--- src/rtl/alu_muldiv.sv ---
// alu_muldiv: iterative MIPS multiply/divide unit owning the HI/LO registers
module alu_muldiv #(
  parameter int WIDTH = 32,
  parameter int CNT_W = 6
) (
  input  logic             clk_i,
  input  logic             rst_ni,
  input  logic             start_i,
  input  logic [2:0]       op_i,
  input  logic [WIDTH-1:0] op_x_i,
  input  logic [WIDTH-1:0] op_y_i,
  input  logic             abort_i,
  output logic             busy_o,
  output logic             done_o,
  output logic             div_zero_o,
  output logic [WIDTH-1:0] hi_o,
  output logic [WIDTH-1:0] lo_o
);
  typedef enum logic [1:0] {IDLE, CALC, FIX} state_e;
  state_e state_q, state_d;
  logic [CNT_W-1:0] cnt_q, cnt_d;
  logic [WIDTH-1:0] acc_hi_q, acc_hi_d, acc_lo_q, acc_lo_d, b_q, b_d, x_q, x_d;
  logic [WIDTH-1:0] hi_q, hi_d, lo_q, lo_d;
  logic is_div_q, is_div_d, sgn_res_q, sgn_res_d, sgn_rem_q, sgn_rem_d, y_zero_q, y_zero_d;
  logic done_q, done_d, dz_q, dz_d;
  logic accept, last, signed_op, x_neg, y_neg;
  logic [WIDTH-1:0] x_abs, y_abs;
  logic [WIDTH:0] mul_t, rem_t;
  logic [WIDTH-1:0] mul_hi, mul_lo, div_hi, div_lo, quo, rem, res_hi, res_lo;
  logic [2*WIDTH-1:0] prod_n;
  logic ge;
  assign accept    = state_q == IDLE && start_i && !abort_i;
  assign last      = cnt_q == CNT_W'(WIDTH-1);
  assign signed_op = !op_i[0];
  assign x_neg     = signed_op && op_x_i[WIDTH-1];
  assign y_neg     = signed_op && op_y_i[WIDTH-1];
  assign x_abs     = x_neg ? -op_x_i : op_x_i;
  assign y_abs     = y_neg ? -op_y_i : op_y_i;
  // one shift-add multiply step and one restoring divide step per cycle
  always_comb begin
    mul_t  = acc_lo_q[0] ? {1'b0, acc_hi_q} + {1'b0, b_q} : {1'b0, acc_hi_q};
    mul_hi = mul_t[WIDTH:1];
    mul_lo = {mul_t[0], acc_lo_q[WIDTH-1:1]};
    rem_t  = {acc_hi_q, acc_lo_q[WIDTH-1]};
    ge     = rem_t >= {1'b0, b_q};
    div_hi = WIDTH'(ge ? rem_t - {1'b0, b_q} : rem_t);
    div_lo = {acc_lo_q[WIDTH-2:0], ge};
  end
  // sign correction and divide-by-zero override applied when leaving FIX
  always_comb begin
    prod_n = sgn_res_q ? -{acc_hi_q, acc_lo_q} : {acc_hi_q, acc_lo_q};
    quo    = sgn_res_q ? -acc_lo_q : acc_lo_q;
    rem    = sgn_rem_q ? -acc_hi_q : acc_hi_q;
    res_hi = !is_div_q ? prod_n[2*WIDTH-1:WIDTH] : y_zero_q ? x_q : rem;
    res_lo = !is_div_q ? prod_n[WIDTH-1:0] : y_zero_q ? '1 : quo;
  end
  // FSM state register
  always_ff @(posedge clk_i) begin
    if (!rst_ni) state_q <= IDLE;
    else state_q <= state_d;
  end
  // FSM next state: abort always returns to IDLE
  always_comb begin
    state_d = abort_i ? IDLE
            : accept && !op_i[2] ? CALC
            : state_q == CALC && last ? FIX
            : state_q == FIX ? IDLE
            : state_q;
  end
  // FSM outputs
  always_comb begin
    busy_o     = state_q != IDLE;
    done_o     = done_q;
    div_zero_o = dz_q;
    hi_o       = hi_q;
    lo_o       = lo_q;
  end
  // datapath next state: operand latch, iteration, result write, MTHI/MTLO
  always_comb begin
    cnt_d     = cnt_q;
    acc_hi_d  = acc_hi_q;
    acc_lo_d  = acc_lo_q;
    b_d       = b_q;
    x_d       = x_q;
    is_div_d  = is_div_q;
    sgn_res_d = sgn_res_q;
    sgn_rem_d = sgn_rem_q;
    y_zero_d  = y_zero_q;
    hi_d      = hi_q;
    lo_d      = lo_q;
    if (accept && !op_i[2]) begin
      cnt_d     = '0;
      is_div_d  = op_i[1];
      acc_hi_d  = '0;
      acc_lo_d  = op_i[1] ? x_abs : y_abs;
      b_d       = op_i[1] ? y_abs : x_abs;
      x_d       = op_x_i;
      sgn_res_d = x_neg ^ y_neg;
      sgn_rem_d = x_neg;
      y_zero_d  = op_y_i == '0;
    end else if (state_q == CALC) begin
      cnt_d    = cnt_q + 1'b1;
      acc_hi_d = is_div_q ? div_hi : mul_hi;
      acc_lo_d = is_div_q ? div_lo : mul_lo;
    end
    if (accept && op_i == 3'd4) hi_d = op_x_i;
    if (accept && op_i == 3'd5) lo_d = op_x_i;
    done_d = state_q == FIX && !abort_i;
    if (done_d) begin
      hi_d = res_hi;
      lo_d = res_lo;
    end
    dz_d = done_d ? is_div_q && y_zero_q : dz_q;
  end
  // datapath registers
  always_ff @(posedge clk_i) begin
    if (!rst_ni) begin
      cnt_q     <= '0;
      acc_hi_q  <= '0;
      acc_lo_q  <= '0;
      b_q       <= '0;
      x_q       <= '0;
      is_div_q  <= 1'b0;
      sgn_res_q <= 1'b0;
      sgn_rem_q <= 1'b0;
      y_zero_q  <= 1'b0;
      hi_q      <= '0;
      lo_q      <= '0;
      done_q    <= 1'b0;
      dz_q      <= 1'b0;
    end else begin
      cnt_q     <= cnt_d;
      acc_hi_q  <= acc_hi_d;
      acc_lo_q  <= acc_lo_d;
      b_q       <= b_d;
      x_q       <= x_d;
      is_div_q  <= is_div_d;
      sgn_res_q <= sgn_res_d;
      sgn_rem_q <= sgn_rem_d;
      y_zero_q  <= y_zero_d;
      hi_q      <= hi_d;
      lo_q      <= lo_d;
      done_q    <= done_d;
      dz_q      <= dz_d;
    end
  end
endmodule

--- config.mk ---
export PLATFORM = sky130hd
export DESIGN_NAME = alu_muldiv
export DESIGN_NICKNAME = d
export VERILOG_FILES = /design/src/rtl/alu_muldiv.sv
export SDC_FILE = /design/constraint.sdc
export NUM_CORES = 1
export LEC_CHECK = 0
export ABC_AREA = 1
export BUFFER_PORTS_ARGS = -buffer_cell sky130_fd_sc_hd__buf_2
export CAP_MARGIN = 20
export CORE_UTILIZATION = 30
export DETAILED_ROUTE_END_ITERATION = 7
export HOLD_SLACK_MARGIN = 0.05
export PLACE_DENSITY_LB_ADDON = 0.05
export SYNTH_ARGS = -nofsm -noshare
export SYNTH_HDL_FRONTEND = slang
export SYNTH_SLANG_ARGS = --single-unit
--- constraint.sdc ---
create_clock -name clk_i -period 2.2 [get_ports clk_i]
set_input_delay 0.44 -clock clk_i [delete_from_list [all_inputs] [get_ports clk_i]]
set_output_delay 0.44 -clock clk_i [all_outputs]
set_load 0.01 [all_outputs]
==> flow_metrics.tcl <==
set metrics [dict create \
    status "finished, violations left" \
    violations "design-rule violations, negative setup slack" \
    clock_latency_ns 0.61 \
    cp.arrival_ns 2.78 \
    start_util_pct 30.46 \
    reg2reg_from "b_q[20]" \
    ant_nets 0 \
    cpMostUsedCell "nand2_4" \
    slew_headroom_pct 54.40 \
    ir_drop_uv 494.7 \
    final_layout_size_suffix_gt1_share_pct 33.92 \
    crit_chain "inv_2 > ha_4 > nand2_4 > nor2_4 > nand2_4 > nor4_4 > nand2_4 > buf_12 > nand2_8 > clkbuf_16 > nand2_4 > o211ai_1 > a21oi_1" \
    synth_top_flop_cell "dfxtp_1" \
    via_per_inst 5.090 \
    yosys.cell_types.count 53 \
    fin_total_pwr_uw 16540 \
    cts_tree "done" \
    synth-seq-area-share_pct 20.48 \
    synth_compound_area_share_pct 17.80 \
    die_area_mm2 0.06816 \
    fp-row-count 94 \
    dieWidth_um 261.1 \
    synth_area_mm2 0.02014 \
    post-route-cell-area_mm2 0.03123 \
    async_reset_ff_share_pct 0 \
    clkSinkCount 206 \
    grt_max_degree 57 \
    tightest_slew_ns 0.6830 \
    hpwl_mm 101.6 \
    worstReg2RegEnd "acc_hi_q[10]" \
    numCtsBuffers 29 \
    num_vias 27520 \
    hold_violations 0 \
    drc_errors 8 \
    dp_slack_ns -0.4759 \
    gp_congestion 1.040 \
    final_nets 4663 \
    synth_fa_ha_area_share_pct 4.486 \
    min_period_ns 2.301 \
    p_leak_uw 0.01606 \
    synthSimpleGateAreaFrac_pct 40.66 \
    cp_slowest_cell "nor4_4" \
    drt-wirelength-per-cell_um 22.49 \
    clkTransAtPathRegs_ns 0.06 \
    synth_mux_area_share_pct 0 \
    cts_buffer_depth 3 \
    grt_overflow_total 0 \
    hold_buffers 0 \
    finalWorstSetupSlack_ns -0.1008 \
    cts-root-buf "clkbuf_16" \
    period_share_pct 104.6 \
    area_delta_synth_final_pct 55.10 \
    worstHoldEndpoint "lo_o[1]" \
    grt_pass1_vias 25980 \
    drt_iter0_drc 2590 \
    routed_wl_mm 121.6 \
    reg2reg_setup_slack_ns -0.10 \
    synth_edf_count 0 \
    p_per_area_mw_per_mm2 529.4 \
    insertedDiodeCount 0 \
    syn_nets 3827 \
    required_ns 2.67 \
    final_cell_mix "nand2_1, buf_4, inv_1" \
    timing.fmax_mhz 434.6 \
    final_common_cell "nand2_1" \
    grt_pass1_wl_mm 174.2 \
    skew_ns 0.03098 \
    multi_input_area_mm2 0.01555 \
    drtPass1Iterations 8 \
    slowest_delay_ns 0.38 \
    postSynthAreaPerCell_um2 5.464 \
    drv_slew 0 \
    numPortBuffers 137 \
    startpoint_type "register" \
    num-fill-cells 7200 \
    chipHeight_um 261.1 \
    fp.coreArea_mm2 0.06610 \
    worstHoldPathType "in2reg" \
    rsz0062_at_grt "true" \
    netlist_instances 3685 \
    synth-xor-area-share_pct 3.306 \
    finalSetupViolCount 29 \
    seqCellArea_mm2 0.004233 \
    synth_top_family_by_area "simple AND/OR/NAND/NOR gates" \
    antenna_found_initial 1 \
    placed_area_mm2 0.02734 \
    min_from "op_x_i[1]" \
    hold_path_depth 3 \
    h-tree-depth 1 \
    yosysWarnings 0 \
    crit_fanout 8 \
    reg2regPathDepth 13 \
    fin_util_pct 47.25 \
    ys_seq_elements 206 \
    drv_cap 0 \
    crit_path_end_kind "register" \
    grt_usage_pct 34.91 \
    io_pins 138 \
    setup.worst_path.class "reg2reg" \
]
## cell usage after synthesis, types with 3 or more instances
library cell	n	area share (%)
nand2_1	1212	23
inv_1	532	9.9
nor2_1	364	6.8
nand3_1	306	7.6
o21ai_0	268	6.7
a21oi_1	244	6.1
dfxtp_1	206	20
clkbuf_1	94	1.8
ha_1	69	4.3
xor2_1	49	2.1
o211ai_1	37	1.4
buf_2	35	0.87
a31oi_1	31	0.96
nand4_1	31	0.96
xnor2_1	27	1.2
nor3_1	26	0.65
a221oi_1	14	0.61
nor2_2	13	0.40
buf_1	10	0.19
o21ai_1	9	0.22
inv_2	8	0.15
and2_1	7	0.22
nand2_2	7	0.22
o211ai_2	7	0.43
a21o_1	6	0.22
nand3b_1	6	0.22
or2_2	6	0.19
o22ai_1	5	0.16
a22oi_1	4	0.15
buf_6	4	0.22
nor4_1	4	0.12
o21a_1	4	0.15
o221a_2	4	0.22
o221ai_1	4	0.17
clkinv_1	3	0.056
o21bai_1	3	0.11
## cell type report
cell class	count	area share (%)
Timing Repair Buffer	949	23.42
Inverter	544	6.606
Sequential cell	206	13.55
Clock buffer	44	2.760
Clock inverter	9	0.4126
Multi-Input combinational cell	2791	49.79
Tap cell	864	3.461
## layer usage
layer / vias up / GRT usage [%] / part of all wire (%)
li1: 13440 / - / -
met1: 12860 / 50.10 / 47
met2: 1030 / 52.87 / 42
met3: 194 / 5.033 / 7.3
met4: 0 / 11.92 / 4.0
met5: - / 0 / 0
## worst max path at each step
stage | from | endpoint
after floorplan | acc_lo_q[0] | hi_o[10]
after global placement | b_q[19] | acc_hi_q[30]
after detailed placement | b_q[20] | acc_hi_q[30]
after CTS | b_q[5] | acc_hi_q[24]
after global routing | b_q[20] | acc_hi_q[14]
final | b_q[20] | acc_hi_q[10]
## report_power, final
group	total [uW]	internal, uW	switching, uW
logic	7440	3080	4360
clock network	5110	3030	2080
registers	3980	3850	131
## per-stage QoR
| stage | instances | hold WS (ns) | setup TNS [ns] |
|---|---|---|---|
| 5_1_grt | 5407 | 0.1805 | -4.574 |
| 2_1_floorplan | 3685 | 0.4297 | 0 |
| 3_3_place_gp | 5306 | 0.4457 | -27.46 |
| 3_5_place_dp | 5306 | 0.4483 | -22.98 |
| 6_report | 5407 | 0.1661 | -1.756 |
| 4_1_cts | 5381 | 0.1398 | -0.2730 |
## worst max-delay path, delay by kind of cell, from the launching register on
| kind | cells | cell delay, ns |
|---|---|---|
| and+or+nand+nor | 7 | 0.95 |
| adders and majority gates | 1 | 0.30 |
| AOI/OAI and AO/OA | 2 | 0.16 |
| buffers and inverters | 3 | 0.40 |
| DFF | 1 | 0.36 |
## cell families (layout without fill, tap and decap cells)
group | Yosys count | after routing
AND/OR/NAND/NOR | 1996 | 1997
flip-flops | 206 | 206
buffers and inverters | 689 | 1546
AO/OA/AOI/OAI | 647 | 647
XOR/XNOR | 76 | 76
adder cells (fa/ha/maj) | 71 | 71
## timing repair
item | 4_1_cts | 5_1_grt
cloned | 3 | 1
setup endpoints to repair | 70 | 69
hold endpoints to repair | 0 | 0
pin swaps | 54 | 93
resized for setup | 305 | 333
setup buffers | 19 | 25
## sequential cells by signal, indices dropped and copies added (netlist names)
signal and flops:
hi_o 32, sgn_rem_q 1, lo_o 32, b_q 32, y_zero_q 1, x_q 32, sgn_res_q 1, state_q 2
is_div_q 1, cnt_q 6, acc_lo_q 32, acc_hi_q 32, done_o 1, div_zero_o 1
Power figures use the tool's default switching activity.
